--- config.mk ---
export PLATFORM = sky130hd
export DESIGN_NAME = div_unit
export DESIGN_NICKNAME = d
export VERILOG_FILES = /design/src/rtl/div_unit.sv
export SDC_FILE = /design/constraint.sdc
export NUM_CORES = 1
export LEC_CHECK = 0
export CORE_UTILIZATION = 45
export DETAILED_ROUTE_END_ITERATION = 6
export PLACE_DENSITY_LB_ADDON = 0.08
export SETUP_SLACK_MARGIN = 0.5
export SLEW_MARGIN = 15
export SYNTH_ARGS = -nofsm -noshare
export SYNTH_HDL_FRONTEND = slang
export SYNTH_SLANG_ARGS = --single-unit
--- constraint.sdc ---
create_clock -name clk -period 4.6 [get_ports clk]
set_clock_uncertainty 0.2 [all_clocks]
set_input_delay 1.15 -clock clk [delete_from_list [all_inputs] [get_ports clk]]
set_output_delay 1.15 -clock clk [all_outputs]
set_load 0.005 [all_outputs]
--- src/rtl/div_unit.sv ---
// Iterative rv32im divider: restoring shift-subtract on operand magnitudes,
// one quotient bit per cycle, with single-cycle handling of div-by-zero and overflow.
//
// state | meaning
// IDLE  | waiting for valid; captures operands
// CALC  | WIDTH shift-subtract iterations
// DONE  | result valid, ready pulse for one cycle
module div_unit #(
  parameter int WIDTH = 32
) (
  input  logic             clk,
  input  logic             resetn,
  input  logic             valid,
  input  logic [1:0]       op,
  input  logic [WIDTH-1:0] a,
  input  logic [WIDTH-1:0] b,
  output logic [WIDTH-1:0] result,
  output logic             ready,
  output logic             busy
);

  localparam logic [1:0] S_IDLE = 2'd0;
  localparam logic [1:0] S_CALC = 2'd1;
  localparam logic [1:0] S_DONE = 2'd2;

  localparam logic [5:0]       LAST_ITER = 6'(WIDTH - 1);
  localparam logic [WIDTH-1:0] ALL_ONES  = '1;
  localparam logic [WIDTH-1:0] MIN_NEG   = {1'b1, {(WIDTH-1){1'b0}}};

  logic [1:0]       state_q, state_d;
  logic [5:0]       cnt_q, cnt_d;
  logic [WIDTH-1:0] quo_q, quo_d;
  logic [WIDTH-1:0] dvs_q, dvs_d;
  logic [WIDTH-1:0] rem_q, rem_d;
  logic             is_rem_q, is_rem_d;
  logic             neg_quo_q, neg_quo_d;
  logic             neg_rem_q, neg_rem_d;
  logic [WIDTH-1:0] result_q, result_d;

  logic             is_signed;
  logic             div_zero;
  logic             ovf;
  logic [WIDTH-1:0] a_mag;
  logic [WIDTH-1:0] b_mag;
  logic [WIDTH:0]   rem_sh;
  logic [WIDTH:0]   diff;
  logic             q_bit;
  logic [WIDTH-1:0] rem_nxt;
  logic [WIDTH-1:0] quo_nxt;
  logic [WIDTH-1:0] quo_fin;
  logic [WIDTH-1:0] rem_fin;

  // op[0]=0 selects the signed variants (DIV/REM)
  assign is_signed = ~op[0];
  assign div_zero  = (b == '0);
  assign ovf       = is_signed && (a == MIN_NEG) && (b == ALL_ONES);
  assign a_mag     = (is_signed && a[WIDTH-1]) ? -a : a;
  assign b_mag     = (is_signed && b[WIDTH-1]) ? -b : b;

  // Partial remainder stays below the divisor, so WIDTH+1 bits hold the shift and the sign of the trial subtract.
  assign rem_sh  = {rem_q, quo_q[WIDTH-1]};
  assign diff    = rem_sh - {1'b0, dvs_q};
  assign q_bit   = ~diff[WIDTH];
  assign rem_nxt = q_bit ? diff[WIDTH-1:0] : rem_sh[WIDTH-1:0];
  assign quo_nxt = {quo_q[WIDTH-2:0], q_bit};
  assign quo_fin = neg_quo_q ? -quo_nxt : quo_nxt;
  assign rem_fin = neg_rem_q ? -rem_nxt : rem_nxt;

  always_comb begin
    state_d   = state_q;
    cnt_d     = cnt_q;
    quo_d     = quo_q;
    dvs_d     = dvs_q;
    rem_d     = rem_q;
    is_rem_d  = is_rem_q;
    neg_quo_d = neg_quo_q;
    neg_rem_d = neg_rem_q;
    result_d  = result_q;
    case (state_q)
      S_IDLE: begin
        if (valid) begin
          quo_d     = a_mag;
          dvs_d     = b_mag;
          rem_d     = '0;
          cnt_d     = '0;
          is_rem_d  = op[1];
          neg_quo_d = is_signed & (a[WIDTH-1] ^ b[WIDTH-1]);
          neg_rem_d = is_signed & a[WIDTH-1];
          if (div_zero) begin
            state_d  = S_DONE;
            result_d = op[1] ? a : ALL_ONES;
          end else if (ovf) begin
            state_d  = S_DONE;
            result_d = op[1] ? '0 : MIN_NEG;
          end else begin
            state_d = S_CALC;
          end
        end
      end
      S_CALC: begin
        quo_d = quo_nxt;
        rem_d = rem_nxt;
        cnt_d = cnt_q + 6'd1;
        if (cnt_q == LAST_ITER) begin
          state_d  = S_DONE;
          result_d = is_rem_q ? rem_fin : quo_fin;
        end
      end
      S_DONE:  state_d = S_IDLE;
      default: state_d = S_IDLE;
    endcase
  end

  always_ff @(posedge clk) begin
    if (!resetn) begin
      state_q   <= S_IDLE;
      cnt_q     <= '0;
      quo_q     <= '0;
      dvs_q     <= '0;
      rem_q     <= '0;
      is_rem_q  <= 1'b0;
      neg_quo_q <= 1'b0;
      neg_rem_q <= 1'b0;
      result_q  <= '0;
    end else begin
      state_q   <= state_d;
      cnt_q     <= cnt_d;
      quo_q     <= quo_d;
      dvs_q     <= dvs_d;
      rem_q     <= rem_d;
      is_rem_q  <= is_rem_d;
      neg_quo_q <= neg_quo_d;
      neg_rem_q <= neg_rem_d;
      result_q  <= result_d;
    end
  end

  assign result = result_q;
  assign ready  = (state_q == S_DONE);
  assign busy   = (state_q != S_IDLE);

endmodule

==> results.json, run 1 <==
{
  "wire_per_inst_um": 20.8,
  "pwr-share-comb": 0.399,
  "grt_pass1_wl_mm": 64.9,
  "root_buffer": "clkbuf_16",
  "postSynthAreaPerCell_um2": 7.44,
  "die_w_um": 161,
  "yosysTopAreaCell": "dfxtp_1",
  "total_power_w": 0.00482,
  "core_um2": 24600,
  "rsz0062_at_grt": "true",
  "p_per_area_nw_per_um2": 321,
  "reg2reg_to": "result[16]",
  "yosysWarnings": 0,
  "clk_path_buf_depth": 2,
  "grt_max_degree": 52,
  "drv_slew": 0,
  "grt-ovfl-total": 0,
  "io_buffers": 102,
  "setup_slack_ns": 0.537,
  "clock.fmax_mhz": 246,
  "first_global_vias": 11400,
  "place_ws_ns": -0.281,
  "p_seq_frac": 0.303,
  "ant_nets": 0,
  "syn_inst": 1538,
  "routed_wl_mm": 42.5,
  "drtIter0Drc": 1290,
  "worstPathArrival_ns": 4.18,
  "gp_congestion": 0.943,
  "hold_path.class": "reg2reg",
  "syn-cell-area_um2": 11400,
  "yosysSeqAreaShare": 0.243,
  "start_util": 0.465,
  "critical_path_class": "reg2reg",
  "hold_start": "quo_q[29]",
  "p_sw_w": 0.00189,
  "rr_worst_depth": 18,
  "cp_max_fo": 5,
  "fin_cells": 2048,
  "r2r_start": "dvs_q[25]",
  "fin_crit_ns": 4.06,
  "critPathRequiredTime_ns": 4.72,
  "syn_to_final_growth_pct": 31.3,
  "end_kind": "flop",
  "nets": 1819,
  "insertedDiodeCount": 0,
  "cts-buffers-inserted": 17,
  "drive_gt1_frac": 0.204,
  "dp_hpwl_mm": 32.2,
  "status": "finished, final reports clean",
  "ir_drop_mv": 0.201,
  "io_pins": 103,
  "ys_seq_elements": 139,
  "grt_usage": 0.321,
  "stdcell_area_um2": 15000,
  "path_clk_slew_ns": 0.07,
  "drtPass1Iterations": 6,
  "synth_top_area_frac": 0.243,
  "relSlewSlack": 0.305,
  "vias_per_cell": 6.19,
  "yosys-top-cells-area": "dfxtp_1 (24%), a21oi_1 (6.6%), xnor2_1 (6.2%), nor2_1 (5.4%), o21ai_0 (4.8%)",
  "cts.sinks": 139,
  "cts_hold_buf": 0,
  "clock_latency_ns": 0.44,
  "antenna_found_initial": 1,
  "min_to": "quo_q[29]",
  "post-route-period-util": 0.883,
  "synth_async_sr_flop_share": 0,
  "synth_edf_count": 0,
  "h-tree-depth": 4,
  "p_leak_nw": 5.79,
  "placed_area_um2": 13600,
  "max-cap-violations": 0,
  "hold_violations": 0,
  "cts_tree": "yes",
  "post-route-drc-count": 0,
  "sw_frac_of_total": 0.392,
  "internal_power_w": 0.00293,
  "r2r_slack_ns": 0.54,
  "synthesis.nets": 1646,
  "synth_flop_cell": "dfxtp_1",
  "pwr-share-clk": 0.298,
  "hold_path_depth": 2,
  "startpoint_type": "flop",
  "vias": 12700,
  "post-place-cells": 1999,
  "rows": 57,
  "synth_cell_type_count": 97,
  "die_h_um": 161,
  "worstMarginPinSlew_ns": 1.04,
  "setup_viol": 0,
  "die_area_um2": 26100
}
worst max path at each step:
stage	startpoint	to	slack [ns]	cells past startpoint
after floorplan	quo_q[31]	result[30]	0.14	23
after global placement	a[0]	result[25]	-0.15	13
after detailed placement	a[0]	result[31]	-0.28	14
after CTS	dvs_q[27]	result[22]	0.49	19
after global routing	quo_q[31]	result[30]	0.38	19
final	dvs_q[25]	result[16]	0.54	18
power by group through the flow:
stage | clock, W | sequential, W | combinational [W]
floorplan | 0 | 0.00143 | 0.00114
global placement | 0 | 0.00148 | 0.00172
detailed placement | 0 | 0.00148 | 0.00173
CTS | 0.00145 | 0.00146 | 0.00179
global route | 0.00150 | 0.00148 | 0.00207
finish | 0.00144 | 0.00146 | 0.00192
sequential cells by signal, indices dropped and copies added (netlist names):
name and cells:
cnt_q 6, dvs_q 32, is_rem_q 1, neg_quo_q 1, neg_rem_q 1, quo_q 32
rem_q 32, result 32, state_q 2
worst max-delay path: stages, from the launching register on:
cell	delay, ns
dfxtp_1	0.29
inv_1	0.20
ha_4	0.26
a21oi_2	0.16
o21ai_2	0.09
a211oi_2	0.25
o31ai_2	0.12
or3_4	0.39
and2_4	0.20
inv_6	0.08
buf_4	0.12
ha_2	0.20
nand3_4	0.11
or3_4	0.41
o31ai_4	0.24
xor2_1	0.24
a21oi_2	0.10
o21ai_1	0.16
a31oi_1	0.11
final cells by class:
| class | instances | area, um2 |
|---|---|---|
| Multi-Input combinational cell | 1222 | 8640 |
| Tap cell | 324 | 405 |
| Sequential cell | 139 | 2790 |
| Fill cell | 2239 | 9580 |
| Clock buffer | 18 | 429 |
| Inverter | 73 | 283 |
| Clock inverter | 14 | 161 |
| Timing Repair Buffer | 258 | 2310 |
cell usage in the layout (no fill, tap or decap), drive strengths merged, types with 12 or more instances in the layout:
master / n
a21o: 13
ha: 38
mux2i: 23
xnor2: 81
nor4: 19
a211oi: 39
a31oi: 22
clkdlybuf4s50: 74
o31ai: 24
xor2: 46
nand3: 25
nor3: 31
dfxtp: 139
o211ai: 13
o221ai: 25
buf: 156
nand2: 126
a22oi: 21
o41ai: 12
a21oi: 158
mux2: 12
clkbuf: 18
nor2: 167
dlymetal6s2s: 28
or3: 20
inv: 77
o21ai: 119
or4: 16
nand4: 28
cell families after synthesis:
logic type / after synthesis / synth area share
muxes: 36 / 0.0345
DFF: 139 / 0.243
AOI/OAI and AO/OA: 528 / 0.308
buffers and inverters: 177 / 0.0642
adders and majority gates: 39 / 0.0433
xor gates and xnor gates: 127 / 0.0972
and+or+nand+nor: 492 / 0.209
repair_timing:
item | in CTS | in global routing
setup buffers | 7 | 10
pin swaps | 25 | 39
gates resized for setup | 49 | 104
endpoints found under the setup margin | 30 | 25
per-layer routing:
metal  wire, um  share of wire  GRT usage
met5         10        0.00024          0
met4        780          0.018     0.0729
met3       3670          0.086     0.0578
met2      18600           0.44      0.491
met1      19400           0.46      0.463
Yosys cell counts, drive strengths merged (22+ instances only):
cell type and number:
nor2 167, a21oi 158, dfxtp 139, nand2 126
o21ai 119, xnor2 81, clkbuf 73, inv 70
xor2 46, a211oi 39, ha 38, buf 31
nor3 31, nand4 28, nand3 25, o221ai 25
o31ai 24, mux2i 23, a31oi 22
stage by stage:
| stage | setup TNS (ns) | utilization | hold slack [ns] |
|---|---|---|---|
| floorplan | 0 | - | 0.232 |
| global placement | -0.564 | 0.553 | 0.240 |
| detailed placement | -2.41 | 0.553 | 0.243 |
| CTS | 0 | 0.588 | 0.251 |
| global route | 0 | 0.611 | 0.264 |
| finish | 0 | 0.611 | 0.249 |
(Power assumes the default switching activity.)
==> run 2: changes to the inputs <==
- CTS_CLUSTER_DIAMETER: not set -> 200
==> results of run 2 <==
Final layout, timing and power as in run 1 (identical DEF).
